`config.mk`:
```
export PLATFORM = sky130hd
export DESIGN_NAME = pcr_delay_sched_sfp
export DESIGN_NICKNAME = d
export VERILOG_FILES = /design/src/rtl/pcr_sfp_pkg.sv /design/src/rtl/pcr_27m_timebase_sfp.sv /design/src/rtl/pcr_delay_sched_sfp.sv
export SDC_FILE = /design/constraint.sdc
export NUM_CORES = 1
export LEC_CHECK = 0
export CORE_MARGIN = 3
export CORE_UTILIZATION = 67
export CTS_CLUSTER_SIZE = 28
export DETAILED_ROUTE_END_ITERATION = 8
export PLACE_DENSITY = 0.86
export SYNTH_ARGS = -nofsm -noshare
export SYNTH_HDL_FRONTEND = slang
export SYNTH_SLANG_ARGS = --single-unit
```
`constraint.sdc`:
```
create_clock -name clk -period 12.95 [get_ports clk]
set_clock_uncertainty 0.1 [all_clocks]
set_input_delay 2.59 -clock clk [delete_from_list [all_inputs] [get_ports clk]]
set_output_delay 2.59 -clock clk [all_outputs]
set_load 0.05 [all_outputs]
```
`src/rtl/pcr_sfp_pkg.sv`:
```
// Shared PCR definitions for the 1G SFP delay scheduler.
// Holds the 27 MHz PCR field widths, the extension modulus, the packed
// {base, ext} timestamp type and the ingress FSM state encoding.
package pcr_sfp_pkg;

  localparam int PCR_EXT_MOD = 300;
  localparam int PCR_BASE_W  = 33;
  localparam int PCR_EXT_W   = 9;

  typedef struct packed {
    logic [PCR_BASE_W-1:0] base;
    logic [PCR_EXT_W-1:0]  ext;
  } pcr_ts_t;

  typedef enum logic {
    ST_IDLE     = 1'b0,
    ST_IN_FRAME = 1'b1
  } ing_state_t;

endpackage

```
`src/rtl/pcr_27m_timebase_sfp.sv`:
```
// Local 27 MHz PCR timebase derived from clk by a fractional accumulator.
// Ports:
//   clk       in   system clock
//   rst       in   synchronous reset, active-high
//   now_base  out  33-bit 90 kHz count (wraps mod 2^33)
//   now_ext   out  9-bit 27 MHz remainder, 0..299
module pcr_27m_timebase_sfp
  import pcr_sfp_pkg::*;
#(
  parameter int TICK_NUM = 27,
  parameter int TICK_DEN = 125
) (
  input  logic                  clk,
  input  logic                  rst,
  output logic [PCR_BASE_W-1:0] now_base,
  output logic [PCR_EXT_W-1:0]  now_ext
);

  // Wide enough to hold acc + TICK_NUM before the subtract.
  localparam int ACC_W = $clog2(TICK_NUM + TICK_DEN);

  logic [ACC_W-1:0]      r_acc;
  logic [PCR_BASE_W-1:0] r_now_base;
  logic [PCR_EXT_W-1:0]  r_now_ext;
  logic [ACC_W-1:0]      w_sum;
  logic                  w_tick;

  assign w_sum  = r_acc + ACC_W'(TICK_NUM);
  assign w_tick = (w_sum >= ACC_W'(TICK_DEN));

  always_ff @(posedge clk) begin
    if (rst) begin
      r_acc      <= '0;
      r_now_base <= '0;
      r_now_ext  <= '0;
    end else begin
      r_acc <= w_tick ? (w_sum - ACC_W'(TICK_DEN)) : w_sum;
      if (w_tick) begin
        if (r_now_ext == PCR_EXT_W'(PCR_EXT_MOD - 1)) begin
          r_now_ext  <= '0;
          r_now_base <= r_now_base + 1'b1;
        end else begin
          r_now_ext <= r_now_ext + 1'b1;
        end
      end
    end
  end

  assign now_base = r_now_base;
  assign now_ext  = r_now_ext;

endmodule

```
`src/rtl/pcr_delay_sched_sfp.sv`:
```
// Per-frame transit delay generator for the SFP PCR-amend stage.
// Stamps each ingress frame with the local 27 MHz time, queues stamps of
// accepted frames, and at each egress frame start produces now - stamp in
// PCR base/ext format, held for the whole egress frame.
// Ports:
//   clk, rst                 clock, synchronous active-high reset
//   in_en                    ingress byte-valid (frame = contiguous high run)
//   in_good_frame/bad_frame  ingress frame-end strobes (accept / discard)
//   out_en                   egress byte-valid
//   pcr_base_cnt/ext_cnt     delay, 90 kHz part / 27 MHz remainder
//   cnt_valid                outputs hold a delay for the current egress frame
//   fifo_ovf / fifo_udf      1-cycle pulses: commit dropped / pop on empty
module pcr_delay_sched_sfp
  import pcr_sfp_pkg::*;
#(
  parameter int TICK_NUM = 27,
  parameter int TICK_DEN = 125,
  parameter int FIFO_AW  = 2
) (
  input  logic                  clk,
  input  logic                  rst,
  input  logic                  in_en,
  input  logic                  in_good_frame,
  input  logic                  in_bad_frame,
  input  logic                  out_en,
  output logic [PCR_BASE_W-1:0] pcr_base_cnt,
  output logic [PCR_EXT_W-1:0]  pcr_ext_cnt,
  output logic                  cnt_valid,
  output logic                  fifo_ovf,
  output logic                  fifo_udf
);

  localparam int DEPTH = 2 ** FIFO_AW;

  logic [PCR_BASE_W-1:0] w_now_base;
  logic [PCR_EXT_W-1:0]  w_now_ext;

  pcr_27m_timebase_sfp #(
    .TICK_NUM (TICK_NUM),
    .TICK_DEN (TICK_DEN)
  ) u_timebase (
    .clk      (clk),
    .rst      (rst),
    .now_base (w_now_base),
    .now_ext  (w_now_ext)
  );

  logic                  r_in_en_d, r_out_en_d;
  ing_state_t            r_state, w_state_next;
  pcr_ts_t               r_stage;
  pcr_ts_t               r_mem [0:DEPTH-1];
  logic [FIFO_AW:0]      r_wr_ptr, r_rd_ptr;
  logic [PCR_BASE_W-1:0] r_base;
  logic [PCR_EXT_W-1:0]  r_ext;
  logic                  r_valid, r_ovf, r_udf;

  logic w_in_rise, w_end_any, w_end_good, w_latch, w_commit;
  logic w_full, w_empty, w_push, w_pop_req, w_pop, w_out_fall;
  logic w_borrow;
  pcr_ts_t               w_head;
  logic [PCR_EXT_W-1:0]  w_dly_ext;
  logic [PCR_BASE_W-1:0] w_dly_base;

  assign w_in_rise  = in_en & ~r_in_en_d;
  assign w_end_any  = in_good_frame | in_bad_frame;
  assign w_end_good = in_good_frame & ~in_bad_frame;   // bad wins a tie

  // Extra pointer bit distinguishes full from empty.
  assign w_empty = (r_wr_ptr == r_rd_ptr);
  assign w_full  = (r_wr_ptr[FIFO_AW] != r_rd_ptr[FIFO_AW]) &&
                   (r_wr_ptr[FIFO_AW-1:0] == r_rd_ptr[FIFO_AW-1:0]);

  always_comb begin
    w_state_next = r_state;
    w_latch      = 1'b0;
    w_commit     = 1'b0;
    case (r_state)
      ST_IDLE: begin
        if (w_in_rise) begin
          w_latch      = 1'b1;
          w_state_next = ST_IN_FRAME;
        end
      end
      ST_IN_FRAME: begin
        if (w_end_any) begin
          w_commit     = w_end_good;
          w_state_next = ST_IDLE;
        end else if (w_in_rise) begin
          w_latch = 1'b1;            // restarted frame: take a fresh stamp
        end
      end
      default: w_state_next = ST_IDLE;
    endcase
  end

  // Full/empty are judged on the pre-update occupancy for both sides.
  assign w_push     = w_commit & ~w_full;
  assign w_pop_req  = out_en & ~r_out_en_d;
  assign w_pop      = w_pop_req & ~w_empty;
  assign w_out_fall = ~out_en & r_out_en_d;

  assign w_head     = r_mem[r_rd_ptr[FIFO_AW-1:0]];
  assign w_borrow   = (w_now_ext < w_head.ext);
  // 9-bit wraparound is harmless: the true result is always 0..299.
  assign w_dly_ext  = w_borrow ? (w_now_ext + PCR_EXT_W'(PCR_EXT_MOD) - w_head.ext)
                               : (w_now_ext - w_head.ext);
  assign w_dly_base = w_now_base - w_head.base - {{(PCR_BASE_W-1){1'b0}}, w_borrow};

  always_ff @(posedge clk) begin
    if (w_push) begin
      r_mem[r_wr_ptr[FIFO_AW-1:0]] <= r_stage;
    end
  end

  always_ff @(posedge clk) begin
    if (rst) begin
      // Delayed enables start high so a frame already in progress when
      // reset lifts is not mistaken for a new frame start.
      r_in_en_d  <= 1'b1;
      r_out_en_d <= 1'b1;
      r_state    <= ST_IDLE;
      r_stage    <= '0;
      r_wr_ptr   <= '0;
      r_rd_ptr   <= '0;
      r_base     <= '0;
      r_ext      <= '0;
      r_valid    <= 1'b0;
      r_ovf      <= 1'b0;
      r_udf      <= 1'b0;
    end else begin
      r_in_en_d  <= in_en;
      r_out_en_d <= out_en;
      r_state    <= w_state_next;
      if (w_latch) begin
        r_stage <= '{base: w_now_base, ext: w_now_ext};
      end
      if (w_push) begin
        r_wr_ptr <= r_wr_ptr + 1'b1;
      end
      if (w_pop) begin
        r_rd_ptr <= r_rd_ptr + 1'b1;
        r_base   <= w_dly_base;
        r_ext    <= w_dly_ext;
        r_valid  <= 1'b1;
      end else if ((w_pop_req & w_empty) | w_out_fall) begin
        r_valid <= 1'b0;
      end
      r_ovf <= w_commit & w_full;
      r_udf <= w_pop_req & w_empty;
    end
  end

  assign pcr_base_cnt = r_base;
  assign pcr_ext_cnt  = r_ext;
  assign cnt_valid    = r_valid;
  assign fifo_ovf     = r_ovf;
  assign fifo_udf     = r_udf;

endmodule

```
==> results.cfg <==
[layout]
area_growth_pct = 12.20
design_area_mm2 = 0.01757
layout_commonest_cell = nand2_1
diodes = 0
final_cell_mix = nand2_1, edfxtp_1, dfxtp_1
drive_gt1_share_pct = 9.868
fillerInstances = 1356
post-route-util_pct = 77.12
nNetsFinal = 1591

[logic_synthesis]
postSynth.asyncResetShare_pct = 0
syn_area_per_cell_um2 = 10.82
syn_area_mm2 = 0.01566
syn_nets = 1553
synth_top_family_by_area = simple AND/OR/NAND/NOR gates
synth-xor-area-share_pct = 3.181
yosysWarnings = 0
synth_largest_area_cell = edfxtp_1
synth_edf_count = 168
synth.distinct_cells = 86
synthFlopType = edfxtp_1
synth_mux_area_share_pct = 8.072
synthesis.instances = 1447
synth_top_area_share_pct = 32.23
ys_seq_elements = 316
synth-simple-area-share_pct = 13.97
synth_compound_area_share_pct = 10.30
synthTopCellsByArea = edfxtp_1, dfxtp_1, ha_1, mux4_2, nand2_1
seq_area_frac_synth_pct = 51.15
synth_fa_ha_area_share_pct = 8.376

[setup_path]
cp-start-kind = flip-flop
worst-path-stages = 19
crit_path_max_fanout = 38
worst_path_max_delay_cell = buf_4
cp.arrival_ns = 7.18
crit_type = reg -> reg
max_stage_delay_ns = 0.68
reg2reg_depth = 19
cp.required_ns = 13.27
path_cells = buf_4 -> mux4_2 -> ha_1 -> a2111o_1 -> a31oi_1 -> o21a_1 -> inv_1 -> fa_1 -> inv_1 -> ha_1 -> or2_2 -> fa_1 -> nand2b_1 -> a31o_1 -> a2111oi_4 -> o311ai_1 -> a311oi_1 -> xnor2_1 -> a211oi_1
endpoint_kind = flip-flop
cp_num_buf_inv = 3
critical_path.top_delay_family = compound AO/OA/AOI/OAI gates

[placed_design]
portBuffers = 50
gp_congestion = 0.9376
placed_area_mm2 = 0.01640
dp_hpwl_um = 24830

[clock_network]
cts_tree = done
cts-hold-fix-buffers = 0
cts.reportedPaths.clkPinSlew_ns = 0.06
cts-root-buf = clkbuf_16
cts_buffers = 34
clock_latency_ns = 0.51
post-cts-setup-buffer-count = 0
cts_resized = 0
h-tree-depth = 2
clock-sinks = 316
cts.path.max_buffers = 3

[global_routing]
grt_max_degree = 94
antenna_found_initial = 0
grt-ovfl-total = 0
grt_pass1_vias = 11610
grt_pass1_wl_um = 61930
grt_use_total_pct = 30.56

[floorplanning]
die_h_um = 158.9
io_pins = 51
die_area_mm2 = 0.02524
die_w_um = 158.9
rows = 55
core_area_mm2 = 0.02278
initial_core_util_pct = 68.73

[drt]
drc = 0
wirelength_um = 38890
drt_pass1_iterations = 6
vias = 11710
wl_per_cell_um = 21.33
ant_nets = 0
via_per_inst = 6.426
drtIter0Drc = 1618

[pwr]
vdd_drop_max_uv = 126.0
total_power_mw = 2.282
p_leak_nw = 6.615
powerDensity_mw_per_mm2 = 129.9

[sta]
worst_pin_slew_ns = 1.036
relSlewSlack_pct = 30.94
fin_crit_sh_pct = 52.99
rsz0062_at_grt = false
hold_viol_final = 0
fin_crit_ns = 6.862
tns_ns = 0
slew_violations = 0
setup_violations = 0
max_freq_mhz = 145.7

[hold_path]
holdPathStages = 2
min_path_type = reg -> reg

[run]
maxCapViolations = 0

[status]
status = finished, final reports clean
==> report_power, final <==
group | total (mW) | switching, mW | internal (mW)
logic | 0.204 | 0.129 | 0.0752
clock network | 0.998 | 0.392 | 0.606
registers | 1.08 | 0.0215 | 1.06
total | 2.28 | 0.542 | 1.74
==> synth_stat cells (7+ instances only) <==
cell        n
mux2_1     20
nor3_1     24
edfxtp_1  168
or4_1       8
mux4_2     42
nor4_1     10
nand3_1    36
inv_1     136
a211oi_1    9
a31oi_1     8
o31ai_1     7
a21o_1     16
fa_1        8
o21bai_1    7
xor2_1     22
dfxtp_1   148
mux2i_1     7
o21a_1      9
nand2_1   181
nand4_1    23
a21oi_1   106
o21ai_1     7
buf_1       7
clkbuf_1   47
o21ai_0    32
ha_1       92
nor2_1    106
xnor2_1    33
==> worst min-delay path, cell delays in order (launching register included) <==
cell and delay (ns):
dfxtp_1 0.31, nand2_1 0.05, a21oi_1 0.05
==> state kept, by name, indices dropped and copies added, names as in the netlist, named ones only <==
| signal | cells |
|---|---|
| r_mem | 168 |
| r_stage | 42 |
| pcr_base_cnt | 33 |
| u_timebase.now_base | 33 |
| pcr_ext_cnt | 9 |
| u_timebase.now_ext | 9 |
| u_timebase.r_acc | 8 |
| r_rd_ptr | 3 |
| r_wr_ptr | 3 |
| cnt_valid | 1 |
| fifo_ovf | 1 |
| fifo_udf | 1 |
| r_in_en_d | 1 |
| r_out_en_d | 1 |
| r_state | 1 |
==> through the flow <==
| stage | std cells | setup slack (ns) | hold WS [ns] |
|---|---|---|---|
| floorplan | 1447 | 6.607 | 0.3403 |
| global placement | 1762 | 6.468 | 0.3396 |
| detailed placement | 1762 | 6.194 | 0.3468 |
| CTS | 1823 | 6.085 | 0.3597 |
| global route | 1823 | 5.651 | 0.3740 |
| finish | 1823 | 6.088 | 0.3583 |
==> cell type report <==
| class | count | area, µm² | share of cell area [%] |
|---|---|---|---|
| repair buffers | 64 | 603.1 | 3.433 |
| clock buffers | 43 | 957.2 | 5.449 |
| inverters | 138 | 518.0 | 2.949 |
| flip-flops and latches | 316 | 8010 | 45.60 |
| multi-input cells | 931 | 6882 | 39.18 |
| well taps | 313 | 391.6 | 2.230 |
| clock inverters | 18 | 203.9 | 1.161 |
==> per-layer routing <==
layer | global-route usage [%] | share of wire [%]
met1 | 41.63 | 39
met2 | 49.61 | 48
met3 | 5.400 | 9.5
met4 | 11.46 | 3.7
met5 | 0 | 0
==> kinds of logic after synthesis <==
| family | after synthesis |
|---|---|
| simple gates | 453 |
| fa+ha+maj | 100 |
| flops | 316 |
| compound gates | 251 |
| buf+inv | 200 |
| xor+xnor | 56 |
| mux | 71 |
==> final timing paths <==
kind                            slack, ns        startpoint               end
worst min register to register       0.36  pcr_base_cnt[15]  pcr_base_cnt[15]
worst min-delay path                 0.36  pcr_base_cnt[15]  pcr_base_cnt[15]
worst max register to register       6.09         flip-flop  pcr_base_cnt[32]
worst max-delay path                 6.09         flip-flop  pcr_base_cnt[32]
Note: power is estimated with default switching activity, not from simulation.
